===== src/rtl/cond_exec_unit.sv =====
// rtl/cond_exec_unit.sv - E-stage ARM condition check, control gating and banked NZCV flags
// Optional execute/squash counters are built only when COND_PERF_CNT_EN is defined.
module cond_exec_unit #(
  parameter int NUM_BANKS = 2,
  parameter int CNT_W     = 32,
  localparam int BW       = (NUM_BANKS > 1) ? $clog2(NUM_BANKS) : 1
) (
  input  logic             sys_clk,
  input  logic             sys_rst_n,
  input  logic             valid_e,
  input  logic             stall_e,
  input  logic             flush_e,
  input  logic [31:0]      InstrE,
  input  logic [BW-1:0]    bank_sel,
  input  logic [3:0]       ALUFlags,
  input  logic [1:0]       FlagWriteE,
  input  logic             RegWriteE,
  input  logic             MemWriteE,
  input  logic             PCSrcE,
  input  logic             BranchE,
  input  logic             No_WriteE,
  input  logic             flags_wr_en,
  input  logic [3:0]       flags_wr_data,
  output logic             RegWrite,
  output logic             MemWrite,
  output logic             PCSrc,
  output logic             BranchTakenE,
  output logic             CondEx,
  output logic [3:0]       flags_out,
  output logic [CNT_W-1:0] exec_cnt,
  output logic [CNT_W-1:0] squash_cnt
);

  logic [3:0] banks [NUM_BANKS];
  logic [3:0] f;
  logic [3:0] f_next;
  logic       go;
  logic       fn, fz, fc, fv;
  logic       unused_instr;

  assign unused_instr = ^InstrE[27:0];

  // Out-of-range bank_sel matches no bank, so it reads zero and writes nothing
  always_comb begin
    f = 4'b0000;
    for (int i = 0; i < NUM_BANKS; i++)
      if (bank_sel == BW'(i)) f = banks[i];
  end

  assign {fn, fz, fc, fv} = f;
  assign flags_out = f;

  always_comb begin
    CondEx = 1'b1;
    case (InstrE[31:28])
      4'h0:    CondEx = fz;
      4'h1:    CondEx = ~fz;
      4'h2:    CondEx = fc;
      4'h3:    CondEx = ~fc;
      4'h4:    CondEx = fn;
      4'h5:    CondEx = ~fn;
      4'h6:    CondEx = fv;
      4'h7:    CondEx = ~fv;
      4'h8:    CondEx = fc & ~fz;
      4'h9:    CondEx = ~fc | fz;
      4'hA:    CondEx = (fn == fv);
      4'hB:    CondEx = (fn != fv);
      4'hC:    CondEx = ~fz & (fn == fv);
      4'hD:    CondEx = fz | (fn != fv);
      default: CondEx = 1'b1;
    endcase
  end

  assign go           = valid_e & ~flush_e & CondEx;
  assign RegWrite     = go & RegWriteE & ~No_WriteE;
  assign MemWrite     = go & MemWriteE;
  assign PCSrc        = go & PCSrcE;
  assign BranchTakenE = go & BranchE;

  // Direct write wins over ALU groups; go already excludes flushed/invalid slots
  always_comb begin
    f_next = f;
    if (flags_wr_en) begin
      f_next = flags_wr_data;
    end else if (go) begin
      if (FlagWriteE[1]) f_next[3:2] = ALUFlags[3:2];
      if (FlagWriteE[0]) f_next[1:0] = ALUFlags[1:0];
    end
  end

  always_ff @(posedge sys_clk or negedge sys_rst_n) begin
    if (!sys_rst_n) begin
      for (int i = 0; i < NUM_BANKS; i++) banks[i] <= 4'b0000;
    end else if (!stall_e) begin
      for (int i = 0; i < NUM_BANKS; i++)
        if (bank_sel == BW'(i)) banks[i] <= f_next;
    end
  end

`ifdef COND_PERF_CNT_EN
  logic [CNT_W-1:0] exec_q;
  logic [CNT_W-1:0] squash_q;

  always_ff @(posedge sys_clk or negedge sys_rst_n) begin
    if (!sys_rst_n) begin
      exec_q   <= '0;
      squash_q <= '0;
    end else if (valid_e && !flush_e && !stall_e) begin
      if (CondEx) exec_q   <= exec_q + CNT_W'(1);
      else        squash_q <= squash_q + CNT_W'(1);
    end
  end

  assign exec_cnt   = exec_q;
  assign squash_cnt = squash_q;
`else
  assign exec_cnt   = '0;
  assign squash_cnt = '0;
`endif

endmodule

===== config.mk =====
export PLATFORM = sky130hd
export DESIGN_NAME = cond_exec_unit
export DESIGN_NICKNAME = d
export VERILOG_FILES = /design/src/rtl/cond_exec_unit.sv
export SDC_FILE = /design/constraint.sdc
export NUM_CORES = 1
export LEC_CHECK = 0
export BUFFER_PORTS_ARGS = -buffer_cell sky130_fd_sc_hd__buf_2
export CAP_MARGIN = 5
export CORE_ASPECT_RATIO = 0.7
export CORE_UTILIZATION = 29
export CTS_CLUSTER_SIZE = 8
export DETAILED_ROUTE_END_ITERATION = 10
export PLACE_DENSITY_LB_ADDON = 0.08
export SLEW_MARGIN = 10
export SYNTH_ARGS = -nofsm -noshare
export SYNTH_HDL_FRONTEND = slang
export SYNTH_SLANG_ARGS = --single-unit

===== constraint.sdc =====
create_clock -name sys_clk -period 1.98 [get_ports sys_clk]
set_input_delay 0.198 -clock sys_clk [delete_from_list [all_inputs] [get_ports sys_clk]]
set_output_delay 0.198 -clock sys_clk [all_outputs]
set_load 0.02 [all_outputs]

* Word-level counts from Yosys, hierarchy flattened *
Index checks and enable logic that the tools add are counted.

cells by class
  equal/unequal tests = 15
  muxes and demuxes = 6
  bitwise gates (word level) = 19
  reduce and logical (&&, ||, !) cells = 3

operator list
  operator                                       count
  == test 4 bit, second input constant           6
  == test 4 x 3 -> 1 bit, second input constant  4
  case mux 1 bit (14 select lines)               1
  2-to-1 mux 4 bit                               3
  bitwise AND 1 bit                              9
  == test 4 x 2 -> 1 bit, second input constant  2
  NOT 1 bit                                      8
  == test 4 x 1 -> 1 bit, second input constant  1
  zero test 4 bit                                1
  2-to-1 mux 2 bit                               2
  AND reduction 2 bit                            2
  OR 1 bit                                       2
  == test 1 bit                                  1
  != test 1 bit                                  1

word-level totals
  register bits = 8
  input port bits = 54
  word-level logic and storage cells = 45

* Longest topological paths before layout *
  depth in word-level cells = 7
  gate-level depth with buffers = 8
  mapped depth without buffers = 7

* Worst setup path after synthesis *
No wires, ideal clock.

  path type = reg-to-output
  from = register banks[4] (netlist bit)
  to = output port RegWrite
  data arrival time = 2073 ps
  data required time = 1782 ps
  slack = -291 ps
  cell stages (with the launch flop) = 7
  buffers on the path = 0
  cells stage by stage = dfrtp_1 mux2_4 mux4_2 xnor2_2 o21ai_2 or2_2 and4b_1

on the way
  word-level cells in the longest chain between the ends = 7
  elaborated cells on any way between the ends = 10
  those cells by class = eq/ne (2); mux (2); bitwise (6)

ends and longest elaborated chain
  what                                            RTL line  text
  from (decl)                                     34        logic [3:0] banks [NUM_BANKS];
  from (signal, indexed assignment)               96        if (bank_sel == BW'(i)) banks[i] <= f_next;
  2-to-1 mux 4 bit (*)                            47        if (bank_sel == BW'(i)) f = banks[i];
  named net flags_out[0]                          29        output logic [3:0] flags_out,
  != test 1 bit or == test 1 bit (tied branches)  -
  OR 1 bit or bitwise AND 1 bit (tied branches)   69, 68
  case mux 1 bit (14 select lines) (*)            55        case (InstrE[31:28])
  named net CondEx                                28        output logic CondEx,
  bitwise AND 1 bit (*)                           74        assign go = valid_e & ~flush_e & CondEx;
  bitwise AND 1 bit (*) (2 in a row)              75        assign RegWrite = go & RegWriteE & ~No_WriteE;
  to (decl)                                       24        output logic RegWrite,

The timed path passes the listed nets; every way through them passes the cells marked *.

* Worst setup path after layout *
  from = register banks[7] (netlist bit)
  to = output port RegWrite

on the way
  word-level cells in the longest chain between the ends = 7
  elaborated cells on any way between the ends = 10
  those cells by class = eq/ne (2); mux (2); bitwise (6)

ends and longest elaborated chain
  what                                            RTL line
  2-to-1 mux 4 bit (*)                            47
  != test 1 bit or == test 1 bit (tied branches)  -
  OR 1 bit or bitwise AND 1 bit (tied branches)   69, 68
  case mux 1 bit (14 select lines) (*)            55
  bitwise AND 1 bit (*)                           74
  bitwise AND 1 bit (*) (2 in a row)              75

Every way passes the cells marked *; elsewhere a longest branch is shown, timed or not.

==> metrics.cfg <==
[sta]
finalSetupViolCount = 13
period_minus_slack_ns = 2.46
maxSlewViolCount = 0
hold_viol = 0
skew_ns = 0.00137
setup_tns_ns = -5.20
period_share_pct = 124
rsz0062_at_grt = true
postLayoutSetupSlackWorst_ns = -0.476
hold_ws_ns = 0.304
fmax_mhz = 407

[floorplanning]
die_x_um = 78.1
fp-row-count = 18
die_area_um2 = 4310
coreArea_um2 = 3690
initial_core_util_pct = 31.8
pin_count = 127
die_height_um = 55.3

[clock_tree]
clkSinkCount = 8
numCtsBuffers = 3
clk_latency_ns = 0.22
cts_tree = done
root_buffer = clkbuf_8
cts_max_level = 1
clk_pin_slew_ns = 0.04
clock_path_buffers = 2

[cells_and_area]
stdcell_area_um2 = 1410
fill_cells = 390
diodes = 0
drive_gt1_share_pct = 41.8
largest_register_ffs = 8
area.growth.synth_to_final_pct = 19.8
regMostFlops = banks
reg_top3 = banks (8)
final_util_pct = 38.1
nets = 240

[grt]
gr-total-overflow = 0
grt_usage_pct = 11.5
grt_max_degree = 10
grt_pass1_wl_um = 3910
grt_pass1_vias = 800
antenna_found_initial = 0

[synthesis]
synthFlopType = dfrtp_1
synthTopCellsByArea = buf_4 41%, dfrtp_1 17%, o221ai_1 6.0%
synth.distinct_cells = 28
synth_top_area_share_pct = 40.9
synth_area_um2 = 1170
synth.avg_cell_area_um2 = 8.70
ys_ff_latch = 8
synth-edff-count = 0
async_flop_share_pct = 100
yosysTopAreaCell = buf_4
syn_inst = 135
ys_seq_area_share_pct = 17.0
synth.most_common_cell = buf_4
synthTopCellsByCount = 64 x buf_4, 14 x nand2_1, 8 x dfrtp_1, 8 x o221ai_1
yosys_warnings = 0

[place]
hpwl_um = 2090
port_buffers = 34
place.gp.congestion = 0.814
placed_area_um2 = 1220

[drt]
routed_wl_um = 2610
firstDrtPassIters = 4
via_per_inst = 3.88
drtIter0Drc = 22
vias = 908
antenna_left = 0
wire_per_inst_um = 11.1
drc = 0

[power]
power_mw = 0.975
irDropWorstVdd_v = 0.000259
powerDensity_nw_per_um2 = 692
p_leak_nw = 0.774

[run]
cap_violations = 0

[worst_setup_path]
setup.worst_path.class = register to output port
end_kind = output port
crit_required_ns = 1.78
crit_fanout = 5
cp.arrival_ns = 2.26
startpoint_type = register

[outcome]
status = finished with violations
violations = setup timing

[hold_path]
hold_class = input pin to register

[logic make-up after synthesis]
| family | Yosys count | synth area share (%) |
|---|---|---|
| flops | 8 | 17.0 |
| xor+xnor | 4 | 5.22 |
| other cells | 1 | 0.319 |
| compound gates | 16 | 11.2 |
| simple gates | 28 | 12.0 |
| mux | 10 | 11.4 |
| buf+inv | 68 | 42.8 |
[cells in the final DEF, fill, tap and decap left out]
cell / instances
buf_2: 29
nand2_1: 14
buf_4: 15
o211ai_4: 1
o221ai_2: 2
mux2i_1: 1
or2_4: 1
and4b_2: 1
and3_2: 3
nor2b_1: 2
xor3_4: 1
mux2i_4: 1
mux2i_2: 2
a21o_1: 1
dlygate4sd3_1: 1
inv_1: 1
buf_6: 5
a21oi_1: 2
o211ai_2: 1
mux2_4: 5
mux4_2: 1
dfrtp_1: 8
o21ai_0: 2
or3_1: 1
o21ai_2: 1
o221ai_1: 6
clkbuf_8: 3
nor2_1: 2
or2b_1: 1
nor3b_1: 1
xnor2_2: 3
or2_2: 2
conb_1: 64
[final timing paths]
kind / startpoint / slack, ns / endpoint / cells after the start
worst max-delay path: banks[7]$_DFFE_PN0P_ / -0.48 / RegWrite / 7
worst min-delay path: flags_wr_data[1] / 0.30 / banks[1]$_DFFE_PN0P_ / 3
worst max register to register: banks[7]$_DFFE_PN0P_ / -0.40 / banks[1]$_DFFE_PN0P_ / 8
worst min register to register: banks[1]$_DFFE_PN0P_ / 0.50 / banks[1]$_DFFE_PN0P_ / 2
max in group asynchronous: sys_rst_n / 1.45 / banks[6]$_DFFE_PN0P_ / 2
min in group asynchronous: sys_rst_n / 0.35 / banks[7]$_DFFE_PN0P_ / 2
[worst max-delay path: stages, from the launching register on]
cell,delay (ns)
dfrtp_1,0.39
mux2_4,0.28
mux4_2,0.49
xnor2_2,0.16
o21ai_2,0.09
or2_4,0.25
and4b_2,0.23
buf_6,0.13
[where the power goes]
part / internal [mW] / switching [mW]
registers: 0.195 / 0.0168
clock network: 0.131 / 0.0585
logic: 0.256 / 0.317
total: 0.582 / 0.393
[metal layers]
layer  vias to the layer above  share of wire, %  GRT usage [%]
met5                         -                 0              0
met4                         0               1.0           3.17
met3                         2               6.4           2.15
met2                        55                45           17.0
met1                       422                47           16.8
li1                        429                 -              -
[per-stage QoR]
stage          instances  worst slack (ns)
3_5_place_dp         224            -0.326
6_report             234            -0.476
5_1_grt              234            -0.523
4_1_cts              233            -0.454
2_1_floorplan        198            -0.234
3_3_place_gp         224            -0.303
[area by class of cell]
type | instances | area (µm²) | share of cell area, %
Timing Repair Buffer | 50 | 324 | 23.0
Tap cell | 50 | 62.6 | 4.44
Multi-Input combinational cell | 122 | 776 | 55.1
Sequential cell | 8 | 200 | 14.2
Clock buffer | 3 | 41.3 | 2.93
Inverter | 1 | 3.75 | 0.267
[repair_timing]
action,4_1_cts,5_1_grt
hold buffers,1,0
pin swaps,3,3
setup endpoints to repair,13,13
buffers inserted,5,1
endpoints found under the hold margin,8,0
gates resized for setup,9,11
(Power assumes the default switching activity.)
